File: src/rtl/decode_writeback.sv
// Y86-64 decode stage: register file with writeback port, operand select and the E pipe registers.
// Optional macro DECODE_FWD_EN enables E/M/W operand forwarding; without it d_hazard requests stalls.
module decode_writeback #(
    parameter int         NREGS    = 15,
    parameter logic [3:0] RSP_ID   = 4'd4,
    parameter logic [3:0] STAT_AOK = 4'h8
) (
    input  logic        clk,
    input  logic        rst_n,
    input  logic [3:0]  D_icode,
    input  logic [3:0]  D_ifun,
    input  logic [3:0]  D_rA,
    input  logic [3:0]  D_rB,
    input  logic [63:0] D_valC,
    input  logic [63:0] D_valP,
    input  logic [3:0]  D_stat,
    input  logic        E_bubble,
    input  logic [3:0]  e_dstE,
    input  logic [63:0] e_valE,
    input  logic [3:0]  M_dstE,
    input  logic [3:0]  M_dstM,
    input  logic [63:0] M_valE,
    input  logic [63:0] m_valM,
    input  logic [3:0]  W_dstE,
    input  logic [3:0]  W_dstM,
    input  logic [63:0] W_valE,
    input  logic [63:0] W_valM,
    input  logic [3:0]  W_stat,
    output logic [3:0]  E_icode,
    output logic [3:0]  E_ifun,
    output logic [3:0]  E_stat,
    output logic [63:0] E_valC,
    output logic [63:0] E_valA,
    output logic [63:0] E_valB,
    output logic [3:0]  E_dstE,
    output logic [3:0]  E_dstM,
    output logic [3:0]  E_srcA,
    output logic [3:0]  E_srcB,
    output logic [3:0]  d_srcA,
    output logic [3:0]  d_srcB,
    output logic        d_loaduse,
    output logic        d_hazard
);

    localparam logic [3:0] RNONE    = 4'hF;
    localparam logic [3:0] I_NOP    = 4'h1;
    localparam logic [3:0] I_RRMOVQ = 4'h2;
    localparam logic [3:0] I_IRMOVQ = 4'h3;
    localparam logic [3:0] I_RMMOVQ = 4'h4;
    localparam logic [3:0] I_MRMOVQ = 4'h5;
    localparam logic [3:0] I_OPQ    = 4'h6;
    localparam logic [3:0] I_JXX    = 4'h7;
    localparam logic [3:0] I_CALL   = 4'h8;
    localparam logic [3:0] I_RET    = 4'h9;
    localparam logic [3:0] I_PUSHQ  = 4'hA;
    localparam logic [3:0] I_POPQ   = 4'hB;

    typedef struct packed {
        logic [3:0]  icode;
        logic [3:0]  ifun;
        logic [3:0]  stat;
        logic [63:0] valC;
        logic [63:0] valA;
        logic [63:0] valB;
        logic [3:0]  dstE;
        logic [3:0]  dstM;
        logic [3:0]  srcA;
        logic [3:0]  srcB;
    } ereg_t;

    localparam ereg_t E_BUBBLE = '{icode: I_NOP, ifun: 4'h0, stat: STAT_AOK,
                                   valC: 64'd0, valA: 64'd0, valB: 64'd0,
                                   dstE: RNONE, dstM: RNONE, srcA: RNONE, srcB: RNONE};

    logic [63:0] regs_q [NREGS];
    ereg_t       ex_q;
    ereg_t       ex_d;
    logic [3:0]  d_dstE;
    logic [3:0]  d_dstM;
    logic [63:0] rf_a;
    logic [63:0] rf_b;
    logic [63:0] opnd_a;
    logic [63:0] opnd_b;
    logic [63:0] d_valA;

    always_comb begin
        d_srcA = RNONE;
        d_srcB = RNONE;
        d_dstE = RNONE;
        d_dstM = RNONE;
        case (D_icode)
            I_RRMOVQ: begin d_srcA = D_rA; d_dstE = D_rB; end
            I_IRMOVQ: d_dstE = D_rB;
            I_RMMOVQ: begin d_srcA = D_rA; d_srcB = D_rB; end
            I_MRMOVQ: begin d_srcB = D_rB; d_dstM = D_rA; end
            I_OPQ:    begin d_srcA = D_rA; d_srcB = D_rB; d_dstE = D_rB; end
            I_CALL:   begin d_srcB = RSP_ID; d_dstE = RSP_ID; end
            I_RET:    begin d_srcA = RSP_ID; d_srcB = RSP_ID; d_dstE = RSP_ID; end
            I_PUSHQ:  begin d_srcA = D_rA; d_srcB = RSP_ID; d_dstE = RSP_ID; end
            I_POPQ:   begin
                d_srcA = RSP_ID;
                d_srcB = RSP_ID;
                d_dstE = RSP_ID;
                d_dstM = D_rA;
            end
            default: ;
        endcase
    end

    assign rf_a = (d_srcA == RNONE) ? 64'd0 : regs_q[d_srcA];
    assign rf_b = (d_srcB == RNONE) ? 64'd0 : regs_q[d_srcB];

`ifdef DECODE_FWD_EN
    // Youngest producer first; a W-stage write this cycle is seen here, not in the array.
    function automatic logic [63:0] fwd_pick(input logic [3:0] src, input logic [63:0] rf_val);
        if (src == RNONE)  return rf_val;
        if (src == e_dstE) return e_valE;
        if (src == M_dstM) return m_valM;
        if (src == M_dstE) return M_valE;
        if (src == W_dstM) return W_valM;
        if (src == W_dstE) return W_valE;
        return rf_val;
    endfunction

    always_comb begin
        opnd_a = fwd_pick(d_srcA, rf_a);
        opnd_b = fwd_pick(d_srcB, rf_b);
    end

    assign d_hazard = 1'b0;
`else
    function automatic logic dst_busy(input logic [3:0] src);
        return (src != RNONE) &&
               (src == ex_q.dstE || src == ex_q.dstM || src == M_dstE ||
                src == M_dstM || src == W_dstE || src == W_dstM);
    endfunction

    logic unused_fwd;
    assign unused_fwd = ^{e_dstE, e_valE, M_valE, m_valM};

    assign opnd_a   = rf_a;
    assign opnd_b   = rf_b;
    assign d_hazard = dst_busy(d_srcA) || dst_busy(d_srcB);
`endif

    assign d_valA = (D_icode == I_JXX || D_icode == I_CALL) ? D_valP : opnd_a;

    assign d_loaduse = (ex_q.icode == I_MRMOVQ || ex_q.icode == I_POPQ) &&
                       (ex_q.dstM != RNONE) &&
                       (ex_q.dstM == d_srcA || ex_q.dstM == d_srcB);

    always_comb begin
        ex_d = E_BUBBLE;
        if (!E_bubble) begin
            ex_d.icode = D_icode;
            ex_d.ifun  = D_ifun;
            ex_d.stat  = D_stat;
            ex_d.valC  = D_valC;
            ex_d.valA  = d_valA;
            ex_d.valB  = opnd_b;
            ex_d.dstE  = d_dstE;
            ex_d.dstM  = d_dstM;
            ex_d.srcA  = d_srcA;
            ex_d.srcB  = d_srcB;
        end
    end

    // D -> E pipe register boundary
    always_ff @(posedge clk) begin
        if (!rst_n) begin
            ex_q <= E_BUBBLE;
        end else begin
            ex_q <= ex_d;
        end
    end

    always_ff @(posedge clk) begin
        if (!rst_n) begin
            for (int i = 0; i < NREGS; i++) regs_q[i] <= 64'd0;
        end else if (W_stat == STAT_AOK) begin
            if (W_dstE != RNONE) regs_q[W_dstE] <= W_valE;
            // Later assignment wins: popq %rsp keeps the loaded value, not the incremented one.
            if (W_dstM != RNONE) regs_q[W_dstM] <= W_valM;
        end
    end

    assign E_icode = ex_q.icode;
    assign E_ifun  = ex_q.ifun;
    assign E_stat  = ex_q.stat;
    assign E_valC  = ex_q.valC;
    assign E_valA  = ex_q.valA;
    assign E_valB  = ex_q.valB;
    assign E_dstE  = ex_q.dstE;
    assign E_dstM  = ex_q.dstM;
    assign E_srcA  = ex_q.srcA;
    assign E_srcB  = ex_q.srcB;

endmodule

File: config.mk
export PLATFORM = sky130hd
export DESIGN_NAME = decode_writeback
export DESIGN_NICKNAME = d
export VERILOG_FILES = /design/src/rtl/decode_writeback.sv
export SDC_FILE = /design/constraint.sdc
export NUM_CORES = 2
export LEC_CHECK = 0
export ABC_CLOCK_PERIOD_IN_PS = 15400
export BUFFER_PORTS_ARGS = -buffer_cell sky130_fd_sc_hd__buf_2
export CORE_MARGIN = 5
export CORE_UTILIZATION = 45
export DETAILED_ROUTE_END_ITERATION = 10
export HOLD_SLACK_MARGIN = 0.02
export MAX_ROUTING_LAYER = met4
export PLACE_DENSITY = 0.73
export SLEW_MARGIN = 20
export SYNTH_ARGS = -nofsm -noshare
export SYNTH_HDL_FRONTEND = slang
export SYNTH_SLANG_ARGS = --single-unit
File: constraint.sdc
create_clock -name clk -period 15.4 [get_ports clk]
set_clock_uncertainty 0.1 [all_clocks]
set_input_delay 3.08 -clock clk [delete_from_list [all_inputs] [get_ports clk]]
set_output_delay 3.08 -clock clk [all_outputs]
set_load 0.02 [all_outputs]
==> flow_metrics.py <==
metrics = {
    "clocking": {
        "cts_hold_buf": 0,
        "post_cts.repair.setup_buffers": 0,
        "cts_tree": "yes",
        "clock_latency_ns": 0.81,
        "clock-root-buffer": "clkbuf_16",
        "numClockSinks": 1244,
        "cts_resized": 0,
        "htree_levels": 4,
        "clockBufferDepth": 3,
        "cts_made_buffers": 140,
        "clk_pin_slew_ns": 0.06,
    },
    "synth": {
        "synthMuxAreaShare_pct": 1.10,
        "synth_edf_count": 1024,
        "synth.area.top_cells": "edfxtp_1 48%, a22o_1 13%, dfxtp_1 6.9%",
        "syn_inst": 5953,
        "synth_top_area_cell": "edfxtp_1",
        "synth_xor_area_share_pct": 0.152,
        "syn-cell-area_um2": 63500,
        "synth-warning-count": 0,
        "synth_cell_types": 74,
        "yosys.area_share.adder_pct": 0,
        "synth-simple-area-share_pct": 10.6,
        "synthFlopType": "edfxtp_1",
        "seq_area_frac_synth_pct": 55.4,
        "ys_seq_elements": 1244,
        "synth.avg_cell_area_um2": 10.7,
        "synth_top_area_share_pct": 48.4,
        "async_reset_ff_share_pct": 0,
        "synth_top_family_by_area": "compound AO/OA/AOI/OAI gates",
        "synth_compound_area_share_pct": 27.5,
    },
    "detailed_routing": {
        "drt_pre_antenna_iters": 7,
        "drt_iter0_drc": 10554,
        "drc_errors": 0,
        "via_per_inst": 7.29,
        "num_vias": 58788,
        "drt-total-wl_mm": 275,
        "routedWlPerCell_um": 34.1,
        "postRouteAntennaNets": 0,
    },
    "timing": {
        "fin_tns_setup_ns": 0,
        "maxSlewViolCount": 0,
        "min_period_over_period_pct": 66.2,
        "finalSetupViolations": 0,
        "tightest_slew_ns": 1.31,
        "hold_violations": 0,
        "fmax_mhz": 98.0,
        "slew_headroom_pct": 12.6,
        "rsz0062_at_grt": "false",
        "finalCriticalPeriod_ns": 10.20,
    },
    "worst_setup_path": {
        "cp_max_fo": 62,
        "critPathLaunchType": "input pin",
        "cp.arrival_ns": 7.02,
        "r2r_cells": 4,
        "critical_path_class": "input pin to primary output",
        "required_ns": 12.22,
        "endpoint_kind": "primary output",
    },
    "floorplan": {
        "dieArea_um2": 149000,
        "core_region_area_um2": 140000,
        "start_util_pct": 45.4,
        "die_y_um": 386,
        "die_w_um": 386,
        "pin_count": 725,
        "num_rows": 137,
    },
    "flow_run": {
        "drv_cap": 0,
    },
    "global_route": {
        "grt_pass1_wl_mm": 385,
        "grt_max_degree": 146,
        "grt_pass1_vias": 56273,
        "antenna_found_initial": 49,
        "overflow": 0,
        "grt_usage_pct": 36.4,
    },
    "power_and_ir_drop": {
        "vdd_drop_max_mv": 0.0854,
        "p_leak_uw": 0.0263,
        "pwr_density_cell_nw_per_um2": 115,
    },
    "layout": {
        "syn_to_final_growth_pct": 13.1,
        "layout.area.seq_um2": 35200,
        "layout.cells.non_filler": 8068,
        "fin_nets": 6529,
        "multiInputGateArea_um2": 25700,
        "drive_gt1_share_pct": 15.0,
        "fillers": 12069,
    },
    "status": {
        "status": "complete, no violations",
    },
    "place": {
        "port_buffers": 528,
        "dp_cells": 7763,
        "place_congestion": 0.927,
        "hpwl_mm": 147,
    },
    "hold_path": {
        "min_path_cells": 2,
        "hold_path.class": "flop to flop",
    },
}
[layout make-up]
class                   count  area share (%)
multi-input cells        3949            35.8
well taps                1876            3.27
flip-flops and latches   1244            49.0
diodes                     45           0.157
clock buffers             188            5.41
inverters                  42           0.260
repair buffers            657            5.24
clock inverters            67           0.948
[metal layers]
metal	vias up	GRT usage (%)	routed length [µm]
met3	1579	12.5	44100
met5	-	-	0
met1	27890	42.1	88400
met4	0	24.9	22200
met2	5920	53.5	121000
li1	23399	-	-
[path summary, 6_finish.rpt]
| kind | to | slack, ns | from |
|---|---|---|---|
| worst min-delay path | E_valA[7]$_SDFF_PP0_ | 0.56 | regs_q[8][7]$_DFFE_PP_ |
| worst max register to register | E_valA[62]$_SDFF_PP0_ | 13.46 | regs_q[2][62]$_DFFE_PP_ |
| worst max-delay path | d_hazard | 5.20 | D_icode[3] |
| worst min register to register | E_valA[7]$_SDFF_PP0_ | 0.56 | regs_q[8][7]$_DFFE_PP_ |
[kinds of logic after synthesis]
logic type,Yosys count
simple gates,1552
flops,1244
other cells,1
mux,70
buf+inv,823
xor+xnor,11
compound gates,2252
[worst max-delay path: stages]
cell and delay, ns:
buf_2 0.41, and3b_1 0.57, a31o_4 0.80, buf_4 0.78
xnor2_1 0.14, a221o_1 0.28, o22ai_1 0.16, nor3_1 0.06
o22ai_1 0.43, buf_2 0.27
[sequential cells by signal, indices dropped and copies added (netlist names)]
signal / flops
E_dstM: 4
E_valA: 64
E_srcA: 4
E_dstE: 4
E_icode: 4
regs_q: 1024
E_stat: 4
E_valC: 64
E_ifun: 4
E_valB: 64
E_srcB: 4
[synth_stat cells, types with 82 or more instances]
cell / number
a21oi_1: 161
a221oi_1: 190
a22o_1: 963
and2_1: 82
buf_2: 97
clkbuf_1: 616
dfxtp_1: 220
edfxtp_1: 1024
nand2_1: 736
nand3_1: 201
nor2_1: 340
o21ai_0: 166
o21ai_1: 87
o22ai_1: 200
[where the power goes]
| group | leakage, µW | internal [µW] | switching, µW |
|---|---|---|---|
| Sequential | 0.0115 | 3820 | 95.2 |
| Clock | 0.00223 | 1900 | 1460 |
| Combinational | 0.0125 | 265 | 721 |
[placed cells by master, fill, tap and decap left out, types with 63 or more instances in the layout]
master | Yosys | routed
and3_1 | 71 | 71
mux2i_1 | 70 | 70
a31oi_1 | 70 | 67
conb_1 | 1 | 64
nor2_1 | 340 | 315
a21oi_1 | 161 | 160
buf_4 | 12 | 116
o22ai_1 | 200 | 200
clkbuf_16 | 0 | 146
a311oi_1 | 65 | 65
edfxtp_1 | 1024 | 1024
o21ai_1 | 87 | 86
buf_2 | 97 | 528
a221oi_1 | 190 | 190
nand2_1 | 736 | 731
dfxtp_1 | 220 | 220
o221ai_1 | 71 | 71
and2_1 | 82 | 81
a22o_1 | 963 | 963
o21ai_0 | 166 | 166
o22a_1 | 63 | 63
nand3_1 | 201 | 199
[metrics by stage]
stage / util (%) / hold WS (ns) / worst slack, ns / total power (µW) / area (µm²)
3_3_place_gp: 47.9 / 0.515 / 5.33 / 4890 / 67000
6_report: 51.3 / 0.556 / 5.20 / 8250 / 71800
4_1_cts: 51.2 / 0.530 / 5.29 / 8210 / 71600
5_1_grt: 51.3 / 0.585 / 5.03 / 8460 / 71800
2_1_floorplan: - / 0.473 / 7.14 / 4530 / 63700
3_5_place_dp: 47.9 / 0.527 / 5.28 / 4910 / 67000
(Power assumes the default switching activity.)
